<file path="config.mk">
export PLATFORM = sky130hd
export DESIGN_NAME = vx_tag_sched
export DESIGN_NICKNAME = d
export VERILOG_FILES = /design/src/rtl/vx_tag_sched.sv
export SDC_FILE = /design/constraint.sdc
export NUM_CORES = 1
export LEC_CHECK = 0
export BUFFER_PORTS_ARGS = -buffer_cell sky130_fd_sc_hd__buf_2
export CAP_MARGIN = 20
export CORE_ASPECT_RATIO = 1.5
export CORE_UTILIZATION = 30
export DETAILED_ROUTE_END_ITERATION = 8
export GPL_TIMING_DRIVEN = 1
export PLACE_DENSITY = 0.65
export SLEW_MARGIN = 40
export SYNTH_ARGS = -nofsm -noshare
export SYNTH_HDL_FRONTEND = slang
export SYNTH_SLANG_ARGS = --single-unit
</file>
<file path="constraint.sdc">
create_clock -name clk -period 1.7 [get_ports clk]
set_input_delay 0.17 -clock clk [delete_from_list [all_inputs] [get_ports clk]]
set_output_delay 0.17 -clock clk [all_outputs]
set_load 0.1 [all_outputs]
</file>
<file path="src/rtl/vx_tag_sched.sv">
// vx_tag_sched: arbitrates fill/flush/lookup onto one tag-store port and runs the invalidation walks
module vx_tag_sched #(
  parameter int LINES_PER_BANK  = 64,
  parameter int LINE_ADDR_WIDTH = 26,
  parameter int REQ_IDW         = 4
) (
  input  logic                       clk,
  input  logic                       reset,
  input  logic                       stall,
  input  logic                       fill_valid,
  input  logic [LINE_ADDR_WIDTH-1:0] fill_addr,
  output logic                       fill_ready,
  input  logic                       lookup_valid,
  input  logic [LINE_ADDR_WIDTH-1:0] lookup_addr,
  input  logic [REQ_IDW-1:0]         lookup_id,
  output logic                       lookup_ready,
  input  logic                       flush_valid,
  output logic                       flush_ready,
  output logic                       flush_done,
  output logic                       rsp_valid,
  output logic [REQ_IDW-1:0]         rsp_id,
  output logic                       rsp_hit,
  output logic                       tag_lookup,
  output logic                       tag_fill,
  output logic                       tag_flush,
  output logic [LINE_ADDR_WIDTH-1:0] tag_addr,
  input  logic                       tag_match
);
  localparam int CW = $clog2(LINES_PER_BANK);
  localparam logic [1:0] S_INIT = 2'd0, S_RUN = 2'd1, S_FLUSH = 2'd2;
  logic [1:0]         r_state;
  logic [CW-1:0]      r_ctr;
  logic               r_done;
  logic               r_rsp_valid;
  logic [REQ_IDW-1:0] r_rsp_id;
  logic               w_go, w_walk_go, w_run_go, w_last;
  // reset gates the combinational drive so the tag store sees no strobe while it is being reset
  assign w_go        = !stall && !reset;
  assign w_walk_go   = (r_state != S_RUN) && w_go;
  assign w_run_go    = (r_state == S_RUN) && w_go;
  assign w_last      = r_ctr == CW'(LINES_PER_BANK - 1);
  assign fill_ready   = w_run_go && fill_valid;
  assign flush_ready  = w_run_go && flush_valid && !fill_valid;
  assign lookup_ready = w_run_go && lookup_valid && !fill_valid && !flush_valid;
  assign tag_flush    = w_walk_go;
  assign tag_fill     = fill_ready;
  assign tag_lookup   = lookup_ready;
  assign tag_addr     = w_walk_go ? LINE_ADDR_WIDTH'(r_ctr) : fill_ready ? fill_addr :
                        lookup_ready ? lookup_addr : '0;
  assign flush_done   = r_done;
  assign rsp_valid    = r_rsp_valid;
  assign rsp_id       = r_rsp_id;
  assign rsp_hit      = r_rsp_valid && tag_match;
  always_ff @(posedge clk) begin
    if (reset) begin
      r_state     <= S_INIT;
      r_ctr       <= '0;
      r_done      <= 1'b0;
      r_rsp_valid <= 1'b0;
      r_rsp_id    <= '0;
    end else begin
      r_done <= w_walk_go && w_last;
      if (w_walk_go) begin
        r_ctr <= r_ctr + 1'b1;
        if (w_last) r_state <= S_RUN;
      end else if (flush_ready) begin
        r_state <= S_FLUSH;
        r_ctr   <= '0;
      end
      if (!stall) begin
        r_rsp_valid <= lookup_ready;
        if (lookup_ready) r_rsp_id <= lookup_id;
      end
    end
  end
endmodule

</file>
==> flow_summary.ini, run 1 <==
[status]
status = complete, but fails checks
violations = setup timing

[global_routing]
grt_max_degree = 20
grt-ovfl-total = 0
track_usage_pct = 23.6
grt_first_pass_wirelength_um = 6640
grt_pass1_vias = 1443
antenna_found_initial = 0

[final_layout]
area_delta_synth_final_pct = 147
diodes = 0
layout.cells.most_common_list = buf_2 (70), buf_12 (34), nor2_4 (23), a22oi_1 (21), nor2_1 (17)
drive_gt1_share_pct = 66.7
layout_commonest_cell = buf_2
nets = 314
nFillCells = 229

[placed_design]
io_buffer_count = 101
dp_slack_ns = -0.0790
hpwl_um = 3420
place.gp.congestion = 0.750

[setup_path]
worstPathRequired_ns = 1.53
crit_type = reg -> out
critical_path.max_fanout = 19
end_kind = output pin
arrival_ns = 1.63
cp-start-kind = flip-flop
regToRegSetupSlack_ns = 0.15

[sta]
finalSetupViolCount = 25
finalWorstPathRequiredPeriod_ns = 1.80
finalHoldViolCount = 0
fmax_mhz = 555
hold_slack_ns = 0.161
maxSlewHeadroom_pct = 67.6
rsz0062_at_grt = true
slew_viol_final = 0
finClkSkew_ns = 0.00764
fin_crit_sh_pct = 106
worst_slack_ns = -0.100
worst_pin_slew_ns = 0.489

[floorplanning]
dieArea_um2 = 3670
row_count = 25
boundaryPins = 102
die_w_um = 49.8
die_h_um = 73.7
initial_core_util_pct = 31.9
fp.coreArea_um2 = 3220

[power]
powerDensity_nw_per_um2 = 346
p_sw_mw = 0.243
p_int_mw = 0.637
seqPwrFrac_pct = 38.0
ir_drop_mv = 0.605
power_leakage_nw = 1.06
p_clk_share_pct = 36.6
pwr-share-comb_pct = 25.4
netSwitchingFraction_pct = 27.6

[synthesis]
ys_types = 35
yosysWarnings = 0
synthArstFlopShare_pct = 0
synth_seq_cells = 14
ys.flop_type = dfxtp_1
synth_top_area_share_pct = 27.3
syn-cell-area_um2 = 1030
synth_edf_count = 0
synth_area_per_cell_um2 = 7.29
synthCells = 141
synth_top_cell_by_area = dfxtp_1
seq_area_frac_synth_pct = 27.3
yosys-top-cells-area = dfxtp_1 (27%), a22oi_1 (15%), nor2_1 (14%)
syn_nets = 205

[route]
dr.pass1.iters = 4
vias_per_cell = 5.20
drt-initial-drc-count = 38
post_drt_wl_per_cell_um = 14.7
vias = 1504
ant_nets = 0
drt-total-wl_um = 4260
drc_errors = 0

[clock_network]
clockRootBuffer = clkbuf_8
htree_num_levels = 1
clk_path_buf_depth = 2
path_clk_slew_ns = 0.05
clk_latency_ns = 0.25
cts_num_sinks = 14
cts_tree = yes
numCtsBuffers = 3
ctsHoldBuffers = 0

[hold_path]
hp-class = in -> reg

[job]
drv_cap = 0
## layer usage
layer | vias to the layer above | routed length, um | part of all wire (%) | track usage, %
li1 | 728 | - | - | -
met1 | 698 | 1630 | 38 | 26.6
met2 | 71 | 2280 | 53 | 43.8
met3 | 7 | 282 | 6.6 | 3.11
met4 | 0 | 66 | 1.6 | 9.52
met5 | - | 0 | 0 | 0
## layout make-up
| cell class | instances | area, um^2 | share of cell area [%] |
|---|---|---|---|
| tap | 40 | 50.0 | 1.97 |
| timing repair buffer | 118 | 1150 | 45.2 |
| inverter | 3 | 23.8 | 0.936 |
| clock buffer | 4 | 55.1 | 2.17 |
| multi-input combinational | 110 | 981 | 38.6 |
| sequential | 14 | 283 | 11.1 |
## synth_stat cells, drive strengths merged (2+ instances only)
master,n
a21oi,2
a221oi,6
a22oi,21
buf,4
clkbuf,10
dfxtp,14
inv,3
mux2i,5
nand2,3
nand2b,5
nand3,2
nor2,40
nor3,9
o21ai,2
## power by group through the flow
stage / clock (mW) / sequential [mW] / combinational (mW)
after CTS: 0.325 / 0.334 / 0.218
after global routing: 0.341 / 0.334 / 0.239
after detailed placement: 0 / 0.341 / 0.215
after global placement: 0 / 0.341 / 0.213
final: 0.322 / 0.335 / 0.223
after floorplan: 0 / 0.340 / 0.102
## worst paths after layout
| kind | from | end | depth (start not counted) |
|---|---|---|---|
| setup / recovery | r_state[1] | tag_addr[13] | 4 |
| hold reg to reg | rsp_id[1] | rsp_id[1] | 2 |
| setup reg to reg | r_state[1] | r_ctr[1] | 6 |
| hold / removal | lookup_id[1] | rsp_id[1] | 3 |
## what timing repair did
item                       4_1_cts  5_1_grt
buffers inserted                 2        0
pin swaps                        3        1
gates resized for setup          5       12
setup endpoints to repair       31       31
gates cloned                     0        1
## through the flow
stage | total power, mW | TNS [ns] | cells | area [um^2] | util [%]
6_report | 0.880 | -1.77 | 289 | 2540 | 78.8
2_1_floorplan | 0.442 | -3.85 | 141 | 1340 | -
3_3_place_gp | 0.554 | -1.51 | 282 | 2380 | 73.9
4_1_cts | 0.877 | -2.53 | 288 | 2470 | 76.7
3_5_place_dp | 0.556 | -1.69 | 282 | 2380 | 73.9
5_1_grt | 0.915 | -3.04 | 289 | 2540 | 78.8
## critical path, cell delays in order (launching register included)
cell	delay, ns
dfxtp_2	0.31
or4b_4	0.53
buf_12	0.22
nor2_4	0.13
buf_12	0.18
## state kept, by name, summed over array words and instances (netlist names)
register	cells
rsp_id	4
flush_done	1
r_ctr	6
r_state	2
rsp_valid	1
## logic make-up after synthesis
kind of cell    count (synthesis)  synth area share [%]
mux                             5                  4.87
simple gates                   66                  30.8
flops                          14                  27.3
compound gates                 38                  28.1
buf+inv                        17                  7.79
fa+ha+maj                       1                  1.22
(Power assumes the default switching activity.)
==> run 2, diff against run 1 <==
--- a/config.mk
+++ b/config.mk
@@ -9,6 +9,7 @@
 export CAP_MARGIN = 20
 export CORE_ASPECT_RATIO = 1.5
 export CORE_UTILIZATION = 30
+export CTS_BUF_LIST = sky130_fd_sc_hd__clkbuf_4
 export DETAILED_ROUTE_END_ITERATION = 8
 export GPL_TIMING_DRIVEN = 1
 export PLACE_DENSITY = 0.65
==> flow_summary.ini, run 2 (synthesis gave the netlist of run 1 again) <==
[final_layout]
drive_gt1_share_pct = 71.1
regArea_um2 = 284
layout.cells.most_common_list = buf_2 (69), buf_12 (34), nor2_4 (25), a22oi_1 (21), buf_4 (16)
final_area_um2 = 2600
largest_register = r_ctr
final_cells = 293
multi_input_area_um2 = 1030
area_delta_synth_final_pct = 152
layout_commonest_cell = buf_2
utilization_pct = 80.6
nFillCells = 214
largest_register_ffs = 6
diodes = 0
nets = 318

[hold_path]
hp-class = in -> reg

[clock_network]
clk_path_buf_depth = 2
clk_latency_ns = 0.30
cts_num_sinks = 14
cts_tree = yes
path_clk_slew_ns = 0.07
htree_num_levels = 1
numCtsBuffers = 3
clockRootBuffer = clkbuf_4

[power]
p_total_mw = 0.765
powerDensity_nw_per_um2 = 295
power_leakage_nw = 1.08
ir_drop_mv = 0.534

[setup_path]
end_kind = output pin
arrival_ns = 1.69
path_cells = or4b_4, buf_12, nor2_4, buf_12
worstPathRequired_ns = 1.53
critical_path.max_fanout = 19
critPathMaxStageDelay_ns = 0.53
path_common_cell = buf_12
crit_type = reg -> out
crit_slowest_cell = or4b_4
cp-start-kind = flip-flop

[floorplanning]
die_h_um = 73.7
boundaryPins = 102
fp.coreArea_um2 = 3220
dieArea_um2 = 3670
initial_core_util_pct = 31.9
row_count = 25
die_w_um = 49.8

[route]
drt-total-wl_um = 4610
vias_per_cell = 5.32
post_drt_wl_per_cell_um = 15.7
drc_errors = 0
vias = 1560
dr.pass1.iters = 4
drt-initial-drc-count = 48
ant_nets = 0

[sta]
finClkSkew_ns = 0.00722
finalWorstPathRequiredPeriod_ns = 1.86
fmax_mhz = 538
fin_tns_setup_ns = -3.69
finalSetupViolCount = 31
slew_viol_final = 0
finalHoldViolCount = 0
maxSlewHeadroom_pct = 67.7
rsz0062_at_grt = true
worst_slack_ns = -0.160
hold_slack_ns = 0.106
fin_crit_sh_pct = 109
worst_pin_slew_ns = 0.488

[global_routing]
grt_pass1_vias = 1503
grt-ovfl-total = 0
track_usage_pct = 25.1
grt_first_pass_wirelength_um = 6960
antenna_found_initial = 0
grt_max_degree = 20

[placed_design]
post-place-cells = 282
dpl-instance-area_um2 = 2380
place.gp.congestion = 0.750
hpwl_um = 3420
dp_slack_ns = -0.0790
io_buffer_count = 101

[job]
drv_cap = 0

[status]
violations = setup timing
status = complete, but fails checks
## run 2: final cells by class
type,instances,share of cell area [%]
Clock buffer,3,0.867
Inverter,3,0.916
Multi-Input combinational cell,110,39.8
Clock inverter,1,0.145
Timing Repair Buffer,122,45.4
Tap cell,40,1.93
Sequential cell,14,10.9
## run 2: what timing repair did
action	4_1_cts	5_1_grt
hold buffers	0	0
pin swaps	2	4
cloned	1	0
endpoints found under the setup margin	31	31
gates resized for setup	14	20
setup buffers	3	3
## run 2: worst max-delay path, delay by kind of cell, from the launching register on
family	cells	cell delay, ns
and+or+nand+nor	2	0.66
DFF	1	0.32
buffers and inverters	2	0.40
## run 2: worst paths after layout
| path | startpoint | endpoint | slack, ns | cells after the start |
|---|---|---|---|---|
| min reg2reg | rsp_id[1] | rsp_id[1] | 0.50 | 2 |
| min | lookup_id[1] | rsp_id[1] | 0.11 | 3 |
| max | r_state[1] | tag_addr[17] | -0.16 | 4 |
| max reg2reg | r_state[0] | r_state[1] | 0.02 | 8 |
## run 2: per-layer routing
metal	track usage [%]	wire (um)	part of all wire, %
met5	0	0	0
met4	13.7	127	2.8
met3	4.35	362	7.9
met2	48.0	2540	55
met1	25.1	1580	34
## run 2: power by group
part | total (mW) | switching, mW | leakage [nW] | internal (mW)
combinational | 0.230 | 0.127 | 0.953 | 0.103
sequential | 0.335 | 0.00449 | 0.115 | 0.330
clock | 0.201 | 0.115 | 0.0154 | 0.0858
total | 0.765 | 0.246 | 1.08 | 0.519
==> run 3, diff against run 2 <==
--- a/config.mk
+++ b/config.mk
@@ -5,6 +5,7 @@
 export SDC_FILE = /design/constraint.sdc
 export NUM_CORES = 1
 export LEC_CHECK = 0
+export ABC_AREA = 1
 export BUFFER_PORTS_ARGS = -buffer_cell sky130_fd_sc_hd__buf_2
 export CAP_MARGIN = 20
 export CORE_ASPECT_RATIO = 1.5
@@ -12,7 +13,7 @@
 export CTS_BUF_LIST = sky130_fd_sc_hd__clkbuf_4
 export DETAILED_ROUTE_END_ITERATION = 8
 export GPL_TIMING_DRIVEN = 1
-export PLACE_DENSITY = 0.65
+export PLACE_DENSITY = 0.64
 export SLEW_MARGIN = 40
 export SYNTH_ARGS = -nofsm -noshare
 export SYNTH_HDL_FRONTEND = slang
==> flow_summary.ini, run 3 <==
[placed_design]
place.gp.congestion = 0.786
io_buffer_count = 101
hpwl_um = 2860

[synthesis]
yosys-top-cells-area = nand2_1 (33%), dfxtp_1 (27%), nand3_1 (6.7%)
synth_top_cell_by_area = nand2_1
synthArstFlopShare_pct = 0
syn_nets = 244
ys_types = 22
yosys-top-cells-count = nand2_1 (92), dfxtp_1 (14), nand3_1 (14)
synth_top_area_share_pct = 32.8
synth_area_per_cell_um2 = 5.85
ys.flop_type = dfxtp_1
yosysMostFrequentCell = nand2_1
yosysWarnings = 0
synth_edf_count = 0
synth_seq_cells = 14
synthCells = 180
syn-cell-area_um2 = 1050
seq_area_frac_synth_pct = 26.6

[status]
violations = setup timing
status = complete, but fails checks

[clock_network]
clockRootBuffer = clkbuf_4
path_clk_slew_ns = 0.08
htree_num_levels = 1
clk_latency_ns = 0.28
cts_tree = yes
clk_path_buf_depth = 2
numCtsBuffers = 3
cts_num_sinks = 14

[route]
drt-total-wl_um = 4330
vias_per_cell = 4.66
drc_errors = 0
drt-initial-drc-count = 37
dr.pass1.iters = 4
vias = 1566
post_drt_wl_per_cell_um = 12.9
ant_nets = 0

[final_layout]
multi_input_area_um2 = 913
largest_register = r_ctr
drive_gt1_share_pct = 62.9
nFillCells = 251
area_delta_synth_final_pct = 144
largest_register_ffs = 6
diodes = 0
layout_commonest_cell = buf_2
regArea_um2 = 284
utilization_pct = 75.9
layout.cells.most_common_list = buf_2 (69), nand2_1 (49), buf_12 (34), nand2_4 (24), nand2_2 (21)
nets = 360

[global_routing]
track_usage_pct = 19.7
grt_max_degree = 22
grt_pass1_vias = 1417
antenna_found_initial = 0
grt_first_pass_wirelength_um = 5800
grt-ovfl-total = 0

[setup_path]
r2r_end = r_state[1]
cp-start-kind = flip-flop
r2r-start = r_ctr[0]
crit_cells = 9
startpoint = r_state[0]
regToRegSetupSlack_ns = 0.44
worst-path-buf-inv = 4
worstSetupEndpoint = tag_addr[24]
r2r_cells = 6
crit_type = reg -> out
worstPathRequired_ns = 1.53
cpLargestDelayFamily = buffers and inverters
path_cells = inv_2, nor2_4, nand2_4, nor2_4, buf_6, clkbuf_16, nand2_1, nand2_4, buf_12
arrival_ns = 1.59
critPathMaxStageDelay_ns = 0.34
end_kind = output pin
critical_path.max_fanout = 6
crit_slowest_cell = dfxtp_2

[sta]
rsz0062_at_grt = true
finalHoldViolCount = 0
fin_tns_setup_ns = -0.820
worst_pin_slew_ns = 0.485
fin_crit_sh_pct = 103
maxSlewHeadroom_pct = 67.9
finClkSkew_ns = 0.00112
slew_viol_final = 0
fmax_mhz = 569
finalWorstPathRequiredPeriod_ns = 1.76
finalSetupViolCount = 26
worst_slack_ns = -0.0569

[floorplanning]
initial_core_util_pct = 31.1
dieArea_um2 = 3750
fp.coreArea_um2 = 3380
boundaryPins = 102
row_count = 26
die_w_um = 50.4
die_h_um = 74.5

[job]
drv_cap = 0

[power]
powerDensity_nw_per_um2 = 257
ir_drop_mv = 0.385
power_leakage_nw = 1.35

[hold_path]
hp-class = in -> reg
hold_depth = 3
==> run 3: changes by cell type in the layout (fill, tap and decap cells not counted), moves of 5 or more <==
| cell | delta |
|---|---|
| a21oi_1 | +7 |
| inv_1 | +8 |
| nor3_4 | -6 |
| nand2_2 | +21 |
| a22oi_1 | -21 |
| nand3_1 | +6 |
| nor2_4 | -22 |
| buf_4 | -11 |
| mux2i_1 | -5 |
| nand2_4 | +24 |
| nand2_1 | +46 |
| nand3_2 | +7 |
==> run 3: worst min-delay path by stage <==
stage	startpoint	end	slack, ns
after floorplan	reset	rsp_valid	0.23
after global placement	lookup_id[2]	rsp_id[2]	0.39
after detailed placement	lookup_id[0]	rsp_id[0]	0.41
after CTS	lookup_id[0]	rsp_id[0]	0.11
after global routing	lookup_id[0]	rsp_id[0]	0.12
final	lookup_id[2]	rsp_id[2]	0.11
==> run 3: cells by family after synthesis <==
logic type / after synthesis / share of synthesized area (%)
buffers and inverters: 21 / 11.1
and+or+nand+nor: 129 / 54.0
AOI/OAI and AO/OA: 15 / 7.13
adders and majority gates: 1 / 1.19
DFF: 14 / 26.6
==> run 3: worst reg2reg max path, stage by stage, from the launching register on <==
cell	delay (ns)
dfxtp_1	0.41
ha_1	0.21
nand3_1	0.13
nor2_1	0.11
nand2_1	0.10
a21oi_1	0.14
nor2_1	0.05
==> run 3: report_power, final <==
part           switching (mW)  internal [mW]
Sequential            0.00317          0.330
Clock                   0.107         0.0823
Combinational          0.0710         0.0671
==> run 3: layout make-up <==
cell class                      count  area share [%]
Inverter                           13            1.90
Tap cell                           42            2.05
Timing Repair Buffer              119            48.5
Clock buffer                        3           0.877
Multi-Input combinational cell    145            35.6
Sequential cell                    14            11.1
==> run 3: through the flow <==
stage	hold slack, ns	instance area, um^2	worst slack [ns]	std cells	power, mW
2_1_floorplan	0.232	1170	-0.0562	180	0.382
3_5_place_dp	0.407	2210	0.206	321	0.467
4_1_cts	0.105	2320	-0.0591	330	0.658
3_3_place_gp	0.390	2210	0.253	321	0.467
5_1_grt	0.123	2570	-0.135	336	0.680
6_report	0.111	2570	-0.0569	336	0.660
==> run 3: repair_timing <==
action,4_1_cts,5_1_grt
buffers inserted,5,3
cloned,1,4
pin swaps,9,12
hold buffers,0,0
gates resized for setup,7,44
setup endpoints to repair,26,28
==> run 3: metal layers <==
| layer | part of all wire (%) | vias to the layer above | GRT usage (%) |
|---|---|---|---|
| met5 | 0 | - | 0 |
| met4 | 1.0 | 0 | 7.72 |
| met3 | 5.6 | 5 | 2.45 |
| met2 | 58 | 63 | 40.6 |
| met1 | 35 | 708 | 19.1 |
| li1 | - | 790 | - |
